[config.mk]
export PLATFORM = sky130hd
export DESIGN_NAME = btn_debounce
export DESIGN_NICKNAME = d
export VERILOG_FILES = /design/src/rtl/btn_debounce_pkg.sv /design/src/rtl/btn_debounce_lane.sv /design/src/rtl/btn_debounce.sv
export SDC_FILE = /design/constraint.sdc
export NUM_CORES = 1
export LEC_CHECK = 0
export CORE_AREA = 2 2 120 122
export CTS_CLUSTER_SIZE = 10
export DETAILED_ROUTE_END_ITERATION = 10
export DIE_AREA = 0 0 122 124
export GPL_TIMING_DRIVEN = 0
export PLACE_DENSITY_LB_ADDON = 0.2
export RECOVER_POWER = 25
export SLEW_MARGIN = 20
export SYNTH_ARGS = -nofsm -noshare
export SYNTH_HDL_FRONTEND = slang
export SYNTH_SLANG_ARGS = --single-unit
[constraint.sdc]
create_clock -name clk -period 2.22 [get_ports clk]
set_input_delay 0.333 -clock clk [delete_from_list [all_inputs] [get_ports clk]]
set_output_delay 0.333 -clock clk [all_outputs]
set_load 0.005 [all_outputs]
[src/rtl/btn_debounce_pkg.sv]
`default_nettype none
// ============================================================================
// Module      : btn_debounce_pkg
// Description : Shared defaults and types for the button debouncer and the
//               LED/button controller that consumes its clean levels.
// Revision    : 1.0 - initial release
// ============================================================================
package btn_debounce_pkg;

    localparam int BTN_WIDTH_DEF       = 4;
    localparam int DEBOUNCE_CYCLES_DEF = 1000000;
    localparam int CNT_WIDTH_DEF       = 20;

    // Short qualification window so simulations finish in a few cycles.
    localparam int DEBOUNCE_CYCLES_SIM = 4;

    typedef struct packed {
        logic clean;
        logic rise;
        logic fall;
    } btn_evt_t;

endpackage : btn_debounce_pkg
`default_nettype wire

[src/rtl/btn_debounce_lane.sv]
`default_nettype none
// ============================================================================
// Module      : btn_debounce_lane
// Description : Single-button 2-flop synchroniser, stability counter, clean
//               level and registered rise/fall strobes.
// Revision    : 1.0 - initial release
// ============================================================================
module btn_debounce_lane
    import btn_debounce_pkg::*;
#(
    parameter int DEBOUNCE_CYCLES = DEBOUNCE_CYCLES_DEF,
    parameter int CNT_WIDTH       = CNT_WIDTH_DEF
) (
    input  logic clk,
    input  logic resetN,
    input  logic raw_i,
    output logic clean_o,
    output logic rise_o,
    output logic fall_o
);

    localparam logic [CNT_WIDTH-1:0] CNT_LAST = CNT_WIDTH'(DEBOUNCE_CYCLES - 1);

    logic                 sync1_q;
    logic                 sync2_q;
    logic [CNT_WIDTH-1:0] cnt_q;
    logic [CNT_WIDTH-1:0] cnt_d;
    btn_evt_t             evt_q;
    btn_evt_t             evt_d;

    always_ff @(posedge clk or negedge resetN) begin
        if (!resetN) begin
            sync1_q <= 1'b0;
            sync2_q <= 1'b0;
        end else begin
            sync1_q <= raw_i;
            sync2_q <= sync1_q;
        end
    end

    // Any cycle where the synchronised input matches the clean level restarts
    // the count, so only an uninterrupted run can flip the level.
    always_comb begin
        cnt_d      = '0;
        evt_d      = evt_q;
        evt_d.rise = 1'b0;
        evt_d.fall = 1'b0;
        if (sync2_q != evt_q.clean) begin
            if (cnt_q == CNT_LAST) begin
                evt_d.clean = sync2_q;
                evt_d.rise  = sync2_q;
                evt_d.fall  = ~sync2_q;
            end else begin
                cnt_d = cnt_q + CNT_WIDTH'(1);
            end
        end
    end

    always_ff @(posedge clk or negedge resetN) begin
        if (!resetN) begin
            cnt_q <= '0;
            evt_q <= '0;
        end else begin
            cnt_q <= cnt_d;
            evt_q <= evt_d;
        end
    end

    assign clean_o = evt_q.clean;
    assign rise_o  = evt_q.rise;
    assign fall_o  = evt_q.fall;

endmodule : btn_debounce_lane
`default_nettype wire

[src/rtl/btn_debounce.sv]
`default_nettype none
// ============================================================================
// Module      : btn_debounce
// Description : Multi-lane push-button debouncer; one independent lane per
//               button feeding the controller's btn input.
// Revision    : 1.0 - initial release
// ============================================================================
module btn_debounce
    import btn_debounce_pkg::*;
#(
    parameter int BTN_WIDTH       = BTN_WIDTH_DEF,
    parameter int DEBOUNCE_CYCLES = DEBOUNCE_CYCLES_DEF,
    parameter int CNT_WIDTH       = CNT_WIDTH_DEF
) (
    input  logic                 clk,
    input  logic                 resetN,
    input  logic [BTN_WIDTH-1:0] btn_raw,
    output logic [BTN_WIDTH-1:0] btn_clean,
    output logic [BTN_WIDTH-1:0] btn_rise,
    output logic [BTN_WIDTH-1:0] btn_fall
);

    for (genvar g = 0; g < BTN_WIDTH; g++) begin : g_lane
        btn_debounce_lane #(
            .DEBOUNCE_CYCLES (DEBOUNCE_CYCLES),
            .CNT_WIDTH       (CNT_WIDTH)
        ) u_lane (
            .clk     (clk),
            .resetN  (resetN),
            .raw_i   (btn_raw[g]),
            .clean_o (btn_clean[g]),
            .rise_o  (btn_rise[g]),
            .fall_o  (btn_fall[g])
        );
    end

endmodule : btn_debounce
`default_nettype wire

# Word level (Yosys, flattened, before mapping)
# Cells that the tools add are included.
# classes
n_addsub	4
eq_ne	8
n_mux	16
bitwise_logic	4
reduce_logical	4
# op_table
cell	count
two-way mux 20 bit	8
adder 20 x 1 -> 20 bit, second input constant	4
== test 20 bit, second input constant	4
two-way mux 2 bit	8
AND reduction 2 bit	4
!= test 1 bit	4
inverter 1 bit	4
# word_totals
regBits	100
in_bits	6
out_inout_bits	12
wordCells	60

# Logic depth before layout (Yosys ltp)
# Gate-level depths: netlist (run 1).
# logic_depth
word_depth	3
mapped_depth	6

# Hierarchy
# From an unflattened synthesis (run 1), not the netlist that was laid out.
# unflattened
cells_unflattened	464
area_unflattened_um2	4694.5
# by_module_without_submodules
mod	instances	cells_each	area_per_inst_um2	seq_area_each_um2
btn_debounce_lane	4	116	1173.6	625.6

# Worst setup path after synthesis (run 1)
# Ideal clock, no wire load.
# synth_path
path_type	reg2reg
from	register g_lane[2].u_lane.cnt_q[0]
to	register g_lane[2].u_lane.cnt_q[18]
setup_time_ns	0.077
arrival_time_ns	1.891
required_time_ns	2.143
path_slack_ns	0.251
stages_incl_launch_ff	7
n_path_buf	1
period_less_slack_ns	1.969
path_cell_list	dfrtp_1 > ha_1 > nand2_1 > or4_1 > buf_2 > or4_1 > a21oi_1
# synth_via
elab_chain_len	3
word_cells_on_any_way	4
# synth_lines
item	line_no	rtl
from (decl)	btn_debounce_lane.sv:26	logic [CNT_WIDTH-1:0] cnt_q;
from (signal assigned)	btn_debounce_lane.sv:64	cnt_q <= cnt_d;
adder 20 x 1 -> 20 bit / == test 20 bit (equally long branches)	btn_debounce_lane.sv:54, btn_debounce_lane.sv:49	
two-way mux 20 bit (*)	btn_debounce_lane.sv:49	if (cnt_q == CNT_LAST) begin
two-way mux 20 bit (*)	btn_debounce_lane.sv:48	if (sync2_q != evt_q.clean) begin
net g_lane[2].u_lane.cnt_d[18]	btn_debounce_lane.sv:27	logic [CNT_WIDTH-1:0] cnt_d;
# Mark *: on every way through the listed nets, which the timed path passes. The rest lies on a longest branch.
# A chain may end at the register's enable or synchronous reset.

# Worst setup path after layout (run 1)
# layout_path
from	register g_lane[3].u_lane.cnt_q[0]
to	register g_lane[3].u_lane.cnt_q[18]
# layout_via
elab_chain_len	3
word_cells_on_any_way	4
# layout_lines
item	line_no
from (decl)	btn_debounce_lane.sv:26
from (signal assigned)	btn_debounce_lane.sv:64
adder 20 x 1 -> 20 bit / == test 20 bit (equally long branches)	btn_debounce_lane.sv:54, btn_debounce_lane.sv:49
two-way mux 20 bit (*)	btn_debounce_lane.sv:49
two-way mux 20 bit (*)	btn_debounce_lane.sv:48
net g_lane[3].u_lane.cnt_d[18]	btn_debounce_lane.sv:27
# Marks and branches as above.

==> reports/qor.tcl, run 1 <==
set qor(clk_pin_slew_ps) 60
set qor(effective_utilization_at_floorplan) 0.347
set qor(port_buffers) 17
set qor(filler_cell_count) 1351
set qor(wl_per_cell_um) 13.0
set qor(critical_path_cell_count) 6
set qor(routed_via_density) 5.01
set qor(yosys.cell_types.count) 37
set qor(yosys_warnings) 0
set qor(worstSetupEndpoint) {g_lane[3].u_lane.cnt_q[18]}
set qor(synthesis.area_mm2) 0.00475
set qor(num_vias) 3420
set qor(reg2reg_setup_slack_ps) 120
set qor(detail_route.first_pass.iterations) 4
set qor(hold_path.startpoint) {g_lane[1].u_lane.sync1_q}
set qor(grt_overflow) 0
set qor(worstRegToRegCells) 6
set qor(root_buffer) {sky130_fd_sc_hd__clkbuf_16}
set qor(cts_max_level) 3
set qor(critical_path.most_common_cell) {sky130_fd_sc_hd__or4_1}
set qor(track_usage) 0.132
set qor(cts_buffer_depth) 2
set qor(place_congestion) 0.775
set qor(grt_antenna_before_repair) 0
set qor(drc_errors) 0
set qor(grt_start_max_net_pins) 59
set qor(row_count) 43
set qor(die_height_um) 124
set qor(die_area_mm2) 0.0151
set qor(tritoncts) {yes}
set qor(final.min_clock_period_ps) 2100
set qor(placed_area_mm2) 0.00518
set qor(final.setup.tns_ps) 0
set qor(finalWorstSetupSlack_ps) 119
set qor(worstMarginPinSlew_ps) 1080
set qor(fmax_mhz) 476
set qor(layout.cells.most_common) {sky130_fd_sc_hd__dfrtp_1}
set qor(fin_area_mm2) 0.00549
set qor(most-common-layout-cells) {sky130_fd_sc_hd__dfrtp_1, sky130_fd_sc_hd__nor2_1, sky130_fd_sc_hd__nand3_1}
set qor(die_x_um) 122
set qor(final_layout_size_suffix_gt1_frac) 0.113
set qor(avgSynthCellArea_um2) 10.2
set qor(outcome) {complete, no violations}
set qor(synth-seq-cells) 100
set qor(hold_path.class) {reg2reg}
set qor(timing.critical_path.required_ps) 2480
set qor(postSynthNetCount) 478
set qor(vdd_drop_max_uv) 490
set qor(cts_inserted_buffers) 9
set qor(finalHoldViolations) 0
set qor(worst_path_largest_cell_delay_ps) 500
set qor(numClockSinks) 100
set qor(worst_case_clock_skew_ps) 4.55
set qor(antenna_violating_nets_left) 0
set qor(clkLatencyLatePin_ps) 340
set qor(fin_worst_hold_slack_ps) 350
set qor(finalSetupViolations) 0
set qor(setup.worst_path.end_class) {flop}
set qor(worst_r2r_startpoint) {g_lane[3].u_lane.cnt_q[0]}
set qor(grt_pass1_wl_um) 16000
set qor(synth_enable_flop_cells) 0
set qor(rsz0062_at_grt) {no}
set qor(worstSetupPathType) {reg2reg}
set qor(pwr_density_mw_per_mm2) 641
set qor(violation_count_after_the_first_detailed_routing_iteration) 226
set qor(synth-main-ff-cell) {sky130_fd_sc_hd__dfrtp_1}
set qor(fp.coreArea_mm2) 0.0137
set qor(first_global_vias) 3437
set qor(critPathSlowestCell) {sky130_fd_sc_hd__or4_1}
set qor(hpwlAfterDp_um) 6050
set qor(cap_viol_max_count) 0
set qor(synthArstFlopShare) 1.00
set qor(area_growth_syn_to_layout_pct) 15.4
set qor(p_leak_nw) 2.15
set qor(antenna-diode-count) 0
set qor(synthesis.instances) 468
set qor(slew_headroom) 0.281
set qor(worst-path-max-fanout) 8
set qor(dp_slack_ps) -120
set qor(period_share) 0.947
set qor(cp-startpoint) {g_lane[3].u_lane.cnt_q[0]}
set qor(timing.final.max_slew_violations) 0
set qor(postRouteWirelength_um) 8860
set qor(critical_path_buf_inv_count) 1
set qor(ioPinCount) 18
set qor(cp-start-kind) {flop}
set qor(fin_nets) 509
set qor(timing.critical_path.cells) {ha_2 > nand2_1 > or4_1 > buf_2 > or4_1 > a21oi_1}
set qor(r2r-end) {g_lane[3].u_lane.cnt_q[18]}
set qor(p_total_mw) 3.51
set qor(path_delay_family) {simple AND/OR/NAND/NOR gates}
set qor(crit_arrival_ps) 2370
set qor(ys_seq_area_frac) 0.526
## synth_stat cells, types with 3 or more instances
master,n,share of area
sky130_fd_sc_hd__inv_1,18,0.014
sky130_fd_sc_hd__buf_4,12,0.019
sky130_fd_sc_hd__o31ai_1,14,0.022
sky130_fd_sc_hd__o21ai_0,12,0.013
sky130_fd_sc_hd__or2_2,3,0.0039
sky130_fd_sc_hd__nor3_1,12,0.013
sky130_fd_sc_hd__a21oi_1,26,0.027
sky130_fd_sc_hd__or3_1,13,0.017
sky130_fd_sc_hd__nand4_1,13,0.017
sky130_fd_sc_hd__buf_2,7,0.0074
sky130_fd_sc_hd__nor2_1,54,0.043
sky130_fd_sc_hd__nor3b_1,8,0.013
sky130_fd_sc_hd__nand2_1,19,0.015
sky130_fd_sc_hd__nand3_1,34,0.036
sky130_fd_sc_hd__or4_1,20,0.032
sky130_fd_sc_hd__mux2_2,4,0.0095
sky130_fd_sc_hd__dfrtp_1,100,0.53
sky130_fd_sc_hd__clkbuf_1,5,0.0039
sky130_fd_sc_hd__nor4_1,8,0.011
sky130_fd_sc_hd__ha_1,4,0.011
sky130_fd_sc_hd__and3_1,10,0.013
sky130_fd_sc_hd__xnor2_1,28,0.052
sky130_fd_sc_hd__or3_2,3,0.0047
sky130_fd_sc_hd__xor2_1,22,0.041
## per-stage QoR
step           cells   util
2_1_floorplan    468      -
3_3_place_gp     665  0.375
3_5_place_dp     666  0.377
4_1_cts          682  0.399
5_1_grt          683  0.400
6_report         683  0.400
## report_power, final
| part | internal, mW | switching, mW | total, mW |
|---|---|---|---|
| sequential | 1.85 | 0.0284 | 1.88 |
| clock | 0.897 | 0.626 | 1.52 |
| combinational | 0.0377 | 0.0763 | 0.114 |
| total | 2.78 | 0.731 | 3.51 |
## registers in the layout, summed over array words and instances (netlist names)
name and cells:
g_lane.u_lane.cnt_q 80, g_lane.u_lane.clean_o 4, g_lane.u_lane.sync2_q 4, g_lane.u_lane.fall_o 4, g_lane.u_lane.rise_o 4, g_lane.u_lane.sync1_q 4
## cell type report
class | instances | area, µm² | share of cell area
buffer | 24 | 145 | 0.0265
clock buffer | 13 | 250 | 0.0456
clock inverter | 2 | 35.0 | 0.00639
inverter | 18 | 67.6 | 0.0123
multi-input combinational | 326 | 2070 | 0.377
sequential | 100 | 2500 | 0.456
tap | 180 | 225 | 0.0411
timing repair buffer | 20 | 194 | 0.0354
## cells by family (layout without fill, tap and decap cells)
kind of cell,after synthesis,in the layout,synth area share
simple gates,212,212,0.243
flops,100,100,0.526
compound gates,56,56,0.0739
xor+xnor,50,50,0.0921
buf+inv,42,77,0.0445
fa+ha+maj,4,4,0.0105
mux,4,4,0.00947
## what timing repair did
item,in CTS,in global routing
resized for setup,1,7
hold endpoints to repair,42,0
gates cloned,0,0
endpoints found under the setup margin,10,33
setup buffers,0,1
hold buffers,1,0
## metal layers
layer / track usage / wire [µm]
met1: 0.168 / 4230
met2: 0.218 / 4230
met3: 0.0426 / 286
met4: 0.0359 / 104
met5: 0 / 0
## worst min path at each step
| stage | end | slack, ps | depth (start not counted) |
|---|---|---|---|
| after floorplan | g_lane[0].u_lane.clean_o | 40 | 0 |
| after global placement | g_lane[3].u_lane.sync2_q | 330 | 0 |
| after detailed placement | g_lane[2].u_lane.sync1_q | 280 | 1 |
| after CTS | g_lane[1].u_lane.sync2_q | 350 | 0 |
| after global routing | g_lane[2].u_lane.sync2_q | 360 | 0 |
| final | g_lane[1].u_lane.sync2_q | 350 | 0 |
(Power assumes the default switching activity.)
==> run 2: changes to the inputs <==
--- a/config.mk
+++ b/config.mk
@@ -9,6 +9,7 @@
 export CTS_CLUSTER_SIZE = 10
 export DETAILED_ROUTE_END_ITERATION = 10
 export DIE_AREA = 0 0 122 124
+export DONT_BUFFER_PORTS = 1
 export GPL_TIMING_DRIVEN = 0
 export PLACE_DENSITY_LB_ADDON = 0.2
 export RECOVER_POWER = 25
==> reports/qor.tcl, run 2 (synthesis gave the netlist of run 1 again) <==
set qor(period_share) 0.926
set qor(grt_overflow) 0
set qor(r2r-end) {g_lane[3].u_lane.cnt_q[18]}
set qor(setup.worst_path.end_class) {flop}
set qor(violation_count_after_the_first_detailed_routing_iteration) 213
set qor(vdd_drop_max_uv) 405
set qor(path_delay_family) {simple AND/OR/NAND/NOR gates}
set qor(grt_start_max_net_pins) 101
set qor(clkLatencyLatePin_ps) 350
set qor(tritoncts) {yes}
set qor(worstSetupPathType) {reg2reg}
set qor(detail_route.first_pass.iterations) 4
set qor(effective_utilization_at_floorplan) 0.347
set qor(slew_headroom) 0.709
set qor(die_area_mm2) 0.0151
set qor(clk_pin_slew_ps) 70
set qor(crit_arrival_ps) 2330
set qor(placed_area_mm2) 0.00498
set qor(antenna_violating_nets_left) 0
set qor(row_count) 43
set qor(reg2reg_setup_slack_ps) 160
set qor(dp_slack_ps) -44.0
set qor(finalSetupViolations) 0
set qor(most-common-layout-cells) {sky130_fd_sc_hd__dfrtp_1, sky130_fd_sc_hd__nor2_1, sky130_fd_sc_hd__nand3_1}
set qor(die_height_um) 124
set qor(numPlacedInstances) 648
set qor(outcome) {finished with violations}
set qor(failing_checks) {negative hold slack}
set qor(critical_path_buf_inv_count) 1
set qor(cts_max_level) 3
set qor(layoutNonFillerInstCount) 678
set qor(hpwlAfterDp_um) 5800
set qor(timing.critical_path.required_ps) 2500
set qor(timing.critical_path.cells) {ha_4 > nand2_1 > or4_1 > buf_2 > or4_1 > a21oi_1}
set qor(port_buffers) 0
set qor(fin_area_mm2) 0.00542
set qor(wl_per_cell_um) 13.2
set qor(cp-start-kind) {flop}
set qor(routed_via_density) 5.06
set qor(area_growth_syn_to_layout_pct) 14.1
set qor(final_layout_size_suffix_gt1_frac) 0.133
set qor(largest_register_ffs) 80
set qor(worst-path-max-fanout) 8
set qor(worst_r2r_startpoint) {g_lane[3].u_lane.cnt_q[0]}
set qor(fmax_mhz) 486
set qor(cts_buffer_depth) 2
set qor(worst_case_clock_skew_ps) 7.71
set qor(root_buffer) {sky130_fd_sc_hd__clkbuf_16}
set qor(grt_pass1_wl_um) 16000
set qor(cts_inserted_buffers) 9
set qor(postRouteWirelength_um) 8930
set qor(final.min_clock_period_ps) 2060
set qor(antenna-diode-count) 0
set qor(largest-register) {g_lane.u_lane.cnt_q}
set qor(track_usage) 0.132
set qor(timing.final.max_slew_violations) 0
set qor(cap_viol_max_count) 0
set qor(place_congestion) 0.793
set qor(num_vias) 3428
set qor(worstRegToRegCells) 6
set qor(grt_antenna_before_repair) 0
set qor(worstMarginPinSlew_ps) 436
set qor(worst_path_largest_cell_delay_ps) 490
set qor(first_global_vias) 3471
set qor(fp.coreArea_mm2) 0.0137
set qor(filler_cell_count) 1369
set qor(hold_path.class) {in2async}
set qor(post_cts_hold_buffer_count) 4
set qor(numClockSinks) 100
set qor(pwr_density_mw_per_mm2) 651
set qor(critical_path.most_common_cell) {sky130_fd_sc_hd__or4_1}
set qor(fin_worst_hold_slack_ps) -326
set qor(ioPinCount) 18
set qor(critPathSlowestCell) {sky130_fd_sc_hd__or4_1}
set qor(finalHoldViolations) 100
set qor(fin_nets) 503
set qor(layout.cells.most_common) {sky130_fd_sc_hd__dfrtp_1}
set qor(finalWorstSetupSlack_ps) 163
set qor(die_x_um) 122
set qor(drc_errors) 0
set qor(p_leak_nw) 2.13
[run 2: changes by cell type in the layout (fill, tap and decap cells not counted), sizes merged]
cell | previous run | this run
buf | 21 | 29
clkdlybuf4s50 | 12 | 0
dlygate4sd3 | 5 | 4
clkinvlp | 0 | 2
clkbuf | 19 | 15
inv | 18 | 19
clkinv | 1 | 2
[run 2: worst register-to-register path: stages, from the launching register on]
cell                      delay (ps)
sky130_fd_sc_hd__dfrtp_1         440
sky130_fd_sc_hd__ha_4            180
sky130_fd_sc_hd__nand2_1          80
sky130_fd_sc_hd__or4_1           490
sky130_fd_sc_hd__buf_2           170
sky130_fd_sc_hd__or4_1           470
sky130_fd_sc_hd__a21oi_1         150
[run 2: worst max-delay path by stage]
stage | start | to | slack, ps | cells past startpoint
after floorplan | g_lane[2].u_lane.cnt_q[0] | g_lane[2].u_lane.cnt_q[18] | 250 | 6
after global placement | g_lane[3].u_lane.cnt_q[6] | g_lane[3].u_lane.cnt_q[4] | -50 | 5
after detailed placement | g_lane[3].u_lane.cnt_q[6] | g_lane[3].u_lane.cnt_q[7] | -40 | 5
after CTS | g_lane[3].u_lane.cnt_q[0] | g_lane[3].u_lane.cnt_q[18] | 80 | 6
after global routing | g_lane[2].u_lane.cnt_q[0] | g_lane[2].u_lane.cnt_q[18] | -9 | 6
final | g_lane[3].u_lane.cnt_q[0] | g_lane[3].u_lane.cnt_q[18] | 160 | 6
[run 2: stage by stage]
step	TNS [ps]	total power [mW]	utilization
6_report	0	3.53	0.395
5_1_grt	-8.80	3.67	0.395
4_1_cts	0	3.58	0.388
3_5_place_dp	-336	1.98	0.363
3_3_place_gp	-415	1.97	0.363
2_1_floorplan	0	1.95	-
[run 2: cell type report]
class	count	area, µm²	area share
buffer	24	144	0.0265
multi-input combinational	326	2080	0.383
sequential	100	2500	0.461
inverter	18	67.6	0.0125
clock inverter	6	63.8	0.0118
tap	180	225	0.0415
timing repair buffer	14	115	0.0212
clock buffer	10	229	0.0422
[run 2: layer usage]
layer	track usage	vias to the layer above	wire length, µm
li1	-	1698	-
met1	0.168	1683	4290
met2	0.214	36	4200
met3	0.0353	11	279
met4	0.0510	0	146
met5	0	-	0
[run 2: timing repair]
item	4_1_cts	5_1_grt
setup endpoints to repair	10	36
pin swaps	0	2
hold endpoints to repair	104	100
gates resized for setup	1	5
buffers inserted	0	10
[run 2: power breakdown]
part           switching, mW  leakage [nW]  internal, mW
clock                  0.689         0.139         0.874
combinational         0.0466         0.627        0.0472
sequential            0.0295          1.37          1.85
total                  0.765          2.13          2.77
==> run 3: changes to the inputs <==
--- a/config.mk
+++ b/config.mk
@@ -11,6 +11,7 @@
 export DIE_AREA = 0 0 122 124
 export DONT_BUFFER_PORTS = 1
 export GPL_TIMING_DRIVEN = 0
+export HOLD_SLACK_MARGIN = 0.06
 export PLACE_DENSITY_LB_ADDON = 0.2
 export RECOVER_POWER = 25
 export SLEW_MARGIN = 20
==> results of run 3 <==
The final DEF is identical to that of run 2; final timing and power are the same.
